**src/rtl/mux2_rr_arbiter.sv**
```systemverilog
// Two-requester round-robin arbiter that owns the select line of a shared 2:1 data mux.
// Grants are held per request, optionally pre-empted under contention, with one dead cycle per handover.
module mux2_rr_arbiter #(
  parameter int WIDTH    = 8,
  parameter int MAX_HOLD = 8
) (
  input  logic             clk,
  input  logic             rst,
  input  logic             req0,
  input  logic             req1,
  input  logic [WIDTH-1:0] din0,
  input  logic [WIDTH-1:0] din1,
  output logic             gnt0,
  output logic             gnt1,
  output logic             sel,
  output logic [WIDTH-1:0] dout,
  output logic             dout_valid,
  output logic             busy
);

  localparam int              HW         = (MAX_HOLD > 32'sd0) ? $clog2(MAX_HOLD + 32'sd1) : 32'sd1;
  localparam bit              PREEMPT_EN = (MAX_HOLD != 32'sd0);
  localparam logic [HW-1:0]   HOLD_MAX   = HW'(MAX_HOLD);
  localparam logic [HW-1:0]   HOLD_ONE   = HW'(1);
  localparam logic [HW-1:0]   HOLD_ZERO  = HW'(0);

  typedef enum logic [1:0] {
    IDLE   = 2'd0,
    GRANT0 = 2'd1,
    GRANT1 = 2'd2
  } state_t;

  state_t          state_r;
  logic            last_r;
  logic [HW-1:0]   hold_cnt_r;
  logic            hold_sat_s;
  logic            preempt0_s;
  logic            preempt1_s;

  // hold_sat_s only ever asserts when pre-emption is enabled
  assign hold_sat_s = PREEMPT_EN && (hold_cnt_r == HOLD_MAX);
  assign preempt0_s = hold_sat_s & req1;
  assign preempt1_s = hold_sat_s & req0;

  assign dout       = sel ? din1 : din0;
  assign dout_valid = (gnt0 & req0) | (gnt1 & req1);

  // Arbitration FSM; every grant change passes through IDLE so handovers leave one dead cycle
  always_ff @(posedge clk) begin
    if (rst) begin
      state_r    <= IDLE;
      gnt0       <= 1'b0;
      gnt1       <= 1'b0;
      sel        <= 1'b0;
      busy       <= 1'b0;
      last_r     <= 1'b1;
      hold_cnt_r <= HOLD_ZERO;
    end else begin
      case (state_r)
        IDLE: begin
          // on a tie the requester that was not served last wins
          if (req0 && (!req1 || last_r)) begin
            state_r    <= GRANT0;
            gnt0       <= 1'b1;
            gnt1       <= 1'b0;
            sel        <= 1'b0;
            busy       <= 1'b1;
            last_r     <= 1'b0;
            hold_cnt_r <= HOLD_ONE;
          end else if (req1) begin
            state_r    <= GRANT1;
            gnt0       <= 1'b0;
            gnt1       <= 1'b1;
            sel        <= 1'b1;
            busy       <= 1'b1;
            last_r     <= 1'b1;
            hold_cnt_r <= HOLD_ONE;
          end else begin
            state_r    <= IDLE;
            gnt0       <= 1'b0;
            gnt1       <= 1'b0;
            busy       <= 1'b0;
          end
        end
        GRANT0: begin
          if (!req0 || preempt0_s) begin
            state_r    <= IDLE;
            gnt0       <= 1'b0;
            gnt1       <= 1'b0;
            busy       <= 1'b0;
            hold_cnt_r <= HOLD_ZERO;
          end else if (PREEMPT_EN && !hold_sat_s) begin
            hold_cnt_r <= hold_cnt_r + HOLD_ONE;
          end else begin
            hold_cnt_r <= hold_cnt_r;
          end
        end
        GRANT1: begin
          if (!req1 || preempt1_s) begin
            state_r    <= IDLE;
            gnt0       <= 1'b0;
            gnt1       <= 1'b0;
            busy       <= 1'b0;
            hold_cnt_r <= HOLD_ZERO;
          end else if (PREEMPT_EN && !hold_sat_s) begin
            hold_cnt_r <= hold_cnt_r + HOLD_ONE;
          end else begin
            hold_cnt_r <= hold_cnt_r;
          end
        end
        default: begin
          state_r    <= IDLE;
          gnt0       <= 1'b0;
          gnt1       <= 1'b0;
          busy       <= 1'b0;
          hold_cnt_r <= HOLD_ZERO;
        end
      endcase
    end
  end

endmodule
```
**config.mk**
```make
export PLATFORM = sky130hd
export DESIGN_NAME = mux2_rr_arbiter
export DESIGN_NICKNAME = d
export VERILOG_FILES = /design/src/rtl/mux2_rr_arbiter.sv
export SDC_FILE = /design/constraint.sdc
export NUM_CORES = 1
export LEC_CHECK = 0
export BUFFER_PORTS_ARGS = -buffer_cell sky130_fd_sc_hd__buf_2
export CAP_MARGIN = 20
export CORE_MARGIN = 2
export CORE_UTILIZATION = 44
export DETAILED_ROUTE_END_ITERATION = 8
export PLACE_DENSITY = 0.78
export SLEW_MARGIN = 5
export SYNTH_ARGS = -nofsm -noshare
export SYNTH_HDL_FRONTEND = slang
export SYNTH_SLANG_ARGS = --single-unit
```
**constraint.sdc**
```tcl
create_clock -name clk -period 1.85 [get_ports clk]
set_input_delay 0.37 -clock clk [delete_from_list [all_inputs] [get_ports clk]]
set_output_delay 0.37 -clock clk [all_outputs]
set_load 0.01 [all_outputs]
```
==> results of run 1 <==
kinds of logic after synthesis:
logic type      synth area share, %
fa+ha+maj                      3.82
simple gates                   20.0
mux                            16.8
compound gates                 21.8
buf+inv                        10.1
flops                          27.5
synth_stat cells:
library cell | n | area share [%]
nand2b_1 | 1 | 0.95
a31oi_1 | 2 | 1.9
and3_1 | 1 | 0.95
nand3b_1 | 2 | 2.3
a22o_2 | 1 | 1.5
dfxtp_1 | 9 | 27
o32ai_4 | 1 | 4.2
a211oi_1 | 2 | 2.3
nor3b_1 | 1 | 1.1
mux2_2 | 8 | 14
nor2_1 | 5 | 2.9
mux2i_1 | 2 | 3.1
a22oi_1 | 3 | 3.4
o21ai_0 | 1 | 0.76
nand3_1 | 2 | 1.5
clkbuf_1 | 1 | 0.57
nor4_1 | 1 | 0.95
nand2_1 | 4 | 2.3
inv_1 | 5 | 2.9
a32oi_1 | 1 | 1.3
nor3_1 | 3 | 2.3
o21bai_1 | 1 | 1.1
a211o_1 | 1 | 1.3
buf_6 | 3 | 5.2
a21oi_1 | 5 | 3.8
ha_1 | 2 | 3.8
buf_2 | 1 | 0.76
and4b_4 | 1 | 2.1
clkbuf_2 | 1 | 0.76
and4b_1 | 1 | 1.5
or2b_1 | 1 | 1.1
metal layers:
layer	global-route usage [%]	up-vias	share of wire, %
met5	0	-	0
met4	7.50	0	1.1
met3	5.60	2	6.6
met2	30.5	24	50
met1	21.7	295	42
li1	-	329	-
cell type report:
| cell class | instances | area [sq um] | area share, % |
|---|---|---|---|
| flip-flops and latches | 9 | 180 | 22.0 |
| repair buffers | 33 | 168 | 20.4 |
| clock buffers | 4 | 26.3 | 3.20 |
| inverters | 5 | 18.8 | 2.29 |
| multi-input cells | 53 | 409 | 49.8 |
| well taps | 15 | 18.8 | 2.29 |
metrics by stage:
stage / hold slack (ns) / util (%) / total power [mW]
CTS: 0.387 / 60.8 / 0.526
finish: 0.389 / 60.8 / 0.518
global placement: 0.487 / 58.9 / 0.363
floorplan: 0.481 / - / 0.321
detailed placement: 0.488 / 58.9 / 0.367
global route: 0.402 / 60.8 / 0.548
sequential cells by signal (all words and copies together) (netlist names):
| register | count |
|---|---|
| hold_cnt_r | 4 |
| sel | 1 |
| gnt1 | 1 |
| busy | 1 |
| last_r | 1 |
| state_r | 1 |
path summary, 6_finish.rpt:
kind,startpoint,end,slack [ns],cells after the start
min,rst,state_r[0],0.39,2
min reg2reg,busy,busy,0.50,2
max reg2reg,hold_cnt_r[0],hold_cnt_r[3],0.24,6
max,sel,dout[5],0.14,2
cell usage in the layout (no fill, tap or decap), types with 2 or more instances in the layout:
master	Yosys	final
nand3_1	2	2
mux2i_1	2	2
nor3_1	3	3
ha_1	2	2
a21oi_1	5	5
buf_2	1	32
a22oi_1	3	3
mux2_2	8	8
nand3b_1	2	2
clkbuf_4	0	3
inv_1	5	5
dfxtp_1	9	9
nand2_1	4	4
a211oi_1	2	2
nor2_1	5	5
a31oi_1	2	2
power by group through the flow:
stage	clock network, mW	logic (mW)	registers (mW)
finish	0.156	0.137	0.225
global route	0.168	0.151	0.228
CTS	0.163	0.138	0.225
detailed placement	0	0.137	0.229
global placement	0	0.134	0.228
floorplan	0	0.100	0.221
==> impl_metrics.toml, run 1 <==
[sta]
rsz0062_at_grt = "false"
fin_setup_tns_ns = 0
tightest_slew_ns = 0.377
slew_violations = 0
setup_slack_ns = 0.142
max_slew_margin_pct = 74.8
setup_viol = 0
final-hold-violation-count = 0
fin_crit_sh_pct = 92.3
clock_skew_ns = 0.0112
fmax_mhz = 585
final.min_clock_period_ns = 1.71

[clock_tree]
cts_tree = "yes"
clkSlewWorstSetupHoldPaths_ns = 0.07
cts-resized-gates = 0
post_cts_buffers = 0
clock_latency_ns = 0.27
htreeDepth = 1
cts_root_buffer = "clkbuf_4"
cts_hold_buffers = 0
cts_buffer_depth = 2
clock-sinks = 9
numCtsBuffers = 3

[die]
dieHeight_microns = 42.6
die_x_microns = 42.6
pin_count = 33
rows = 13
dieArea_sq_um = 1810
core-area_sq_um = 1350
start_util_pct = 48.6

[power]
switching_share_pct = 30.2
switchingPower_mw = 0.156
cellInternalPower_mw = 0.362
combPwrFrac_pct = 26.4
ir_drop_uv = 368
p_leak_nw = 0.374
sequentialPowerShare_pct = 43.5
pwr-share-clk_pct = 30.1
p_per_area_nw_per_um2 = 631

[global_routing]
gr-usage-all-layers_pct = 18.3
first_global_vias = 593
grt_max_degree = 12
grt_pass1_wl_microns = 2530
antenna_found_initial = 0
overflow = 0

[placement]
port_buffers = 32
dp_cells = 115
placed_area_sq_um = 795
hpwl_microns = 1170
gp_congestion = 0.793
pre_cts_ws_ns = 0.241

[synthesis]
synth.distinct_cells = 31
avgSynthCellArea_sq_um = 8.98
synthesis.area_sq_um = 656
synth_cells = 73
synth_seq_area_share_pct = 27.5
synth-seq-cells = 9
synthesis.nets = 95
ys_warn_count = 0

[min_path]
hp-class = "in -> reg"

[finish]
fin_cells = 119
layout-drive-gt1-share_pct = 45.2
fin_area_sq_um = 821
antennaDiodeCount = 0
area_growth_pct = 25.2
nNetsFinal = 127
nFillCells = 129

[route]
drt_iter0_drc = 6
wirelength_microns = 1520
vias = 650
wire_per_inst_microns = 12.8
ant_nets = 0
firstDrtPassIters = 7
drcViolationCount = 0
vias_per_cell = 5.46

[worst_setup_path]
required_ns = 1.48
slowest_stage = "dfxtp_1"
critPathBufInv = 1
cpPeakStageDelay_ns = 0.55
crit_type = "reg -> out"
crit_arrival_ns = 1.34
start_kind = "flop"
cp_max_fo = 10
crit_chain = "mux2_2 > buf_2"
worstSetupEndpointType = "output pin"
path_delay_family = "flip-flops"

[outcome]
status = "complete, no violations"

[job]
cap_viol_max_count = 0
No activity file was read; power rests on OpenSTA's default activity.
==> inputs of run 2 (changes only) <==
- GPL_TIMING_DRIVEN: not set -> 0
==> impl_metrics.toml, run 2 (synthesis results as in run 1) <==
[sta]
clock_skew_ns = 0.00573
fin_crit_sh_pct = 91.9
rsz0062_at_grt = "false"
tightest_slew_ns = 0.666
fmax_mhz = 588
fin_setup_tns_ns = 0
setup_viol = 0
max_slew_margin_pct = 55.2
slew_violations = 0
final.min_clock_period_ns = 1.70
final-hold-violation-count = 0

[worst_setup_path]
cpPeakStageDelay_ns = 0.55
slowest_stage = "dfxtp_1"
worstSetupEndpointType = "output pin"
cp_max_fo = 10
crit_type = "reg -> out"
crit_chain = "mux2_2 > buf_2"
start_kind = "flop"
required_ns = 1.48
crit_arrival_ns = 1.33

[placement]
dp_cells = 117
hpwl_microns = 1160
placed_area_sq_um = 820
port_buffers = 29
gp_congestion = 0.734

[clock_tree]
clkSlewWorstSetupHoldPaths_ns = 0.07
cts-resized-gates = 0
numCtsBuffers = 3
clock_latency_ns = 0.27
post_cts_buffers = 0
htreeDepth = 1
clock-sinks = 9
cts_buffer_depth = 2
cts_hold_buffers = 0
cts_root_buffer = "clkbuf_4"
cts_tree = "yes"

[finish]
most-common-layout-cells = "buf_2, dfxtp_1, mux2_2"
multiInputGateArea_sq_um = 409
seqCellArea_sq_um = 180
fin_area_sq_um = 842
largest_register_ffs = 4
area_growth_pct = 28.4
fin_cells = 120
antennaDiodeCount = 0
nFillCells = 121
top_register = "hold_cnt_r"
layout-drive-gt1-share_pct = 45.7
nNetsFinal = 128
final_common_cell = "buf_2"

[route]
vias_per_cell = 5.68
firstDrtPassIters = 4
ant_nets = 0
drcViolationCount = 0
drt_iter0_drc = 10
wire_per_inst_microns = 12.9
vias = 682
wirelength_microns = 1540

[global_routing]
antenna_found_initial = 0
overflow = 0
grt_pass1_wl_microns = 2590
first_global_vias = 630
gr-usage-all-layers_pct = 18.8
grt_max_degree = 11

[die]
die_x_microns = 42.6
start_util_pct = 48.6
pin_count = 33
dieHeight_microns = 42.6
core-area_sq_um = 1350
dieArea_sq_um = 1810
rows = 13

[outcome]
status = "complete, no violations"

[power]
ir_drop_uv = 327
power_mw = 0.527
p_leak_nw = 0.383
p_per_area_nw_per_um2 = 625

[min_path]
hp-class = "in -> reg"

[job]
cap_viol_max_count = 0
[run 2: cell types whose count changed in the layout (fill, tap and decap cells not counted)]
cell	previous run	this run
clkbuf_2	0	1
buf_2	32	30
buf_4	1	0
buf_6	0	3
[run 2: layout make-up]
cell class,instances,area share (%)
Buffer,5,5.20
Clock buffer,4,3.12
Inverter,5,2.23
Multi-Input combinational cell,53,48.6
Sequential cell,9,21.4
Tap cell,15,2.23
Timing Repair Buffer,29,17.2
[run 2: where the power goes]
part | internal (mW) | total [mW] | switching, mW
sequential | 0.206 | 0.219 | 0.0137
clock | 0.0834 | 0.158 | 0.0746
combinational | 0.0778 | 0.149 | 0.0716
[run 2: critical path: cells and delay by family, from the launching register on]
family | cells | cell delay, ns
buffers and inverters | 1 | 0.14
muxes | 1 | 0.38
DFF | 1 | 0.55
[run 2: final timing paths]
path	from	endpoint	slack, ns	depth (start not counted)
max	sel	dout[6]	0.15	2
max reg2reg	hold_cnt_r[0]	hold_cnt_r[2]	0.23	6
min reg2reg	busy	busy	0.49	2
min	req0	gnt1	0.34	2
[run 2: metal layers]
metal | vias up | track usage [%] | share of wire (%)
met5 | - | 0 | 0
met4 | 0 | 9.38 | 2.2
met3 | 5 | 3.02 | 5.4
met2 | 26 | 32.6 | 49
met1 | 317 | 22.0 | 43
li1 | 334 | - | -
[run 2: per-stage QoR]
stage               setup WS (ns)  util, %  hold WS, ns
global placement            0.272     60.7        0.471
global route               0.0321     62.4        0.356
detailed placement          0.246     60.7        0.475
finish                      0.150     62.4        0.337
CTS                         0.146     62.4        0.344
floorplan                   0.389        -        0.481
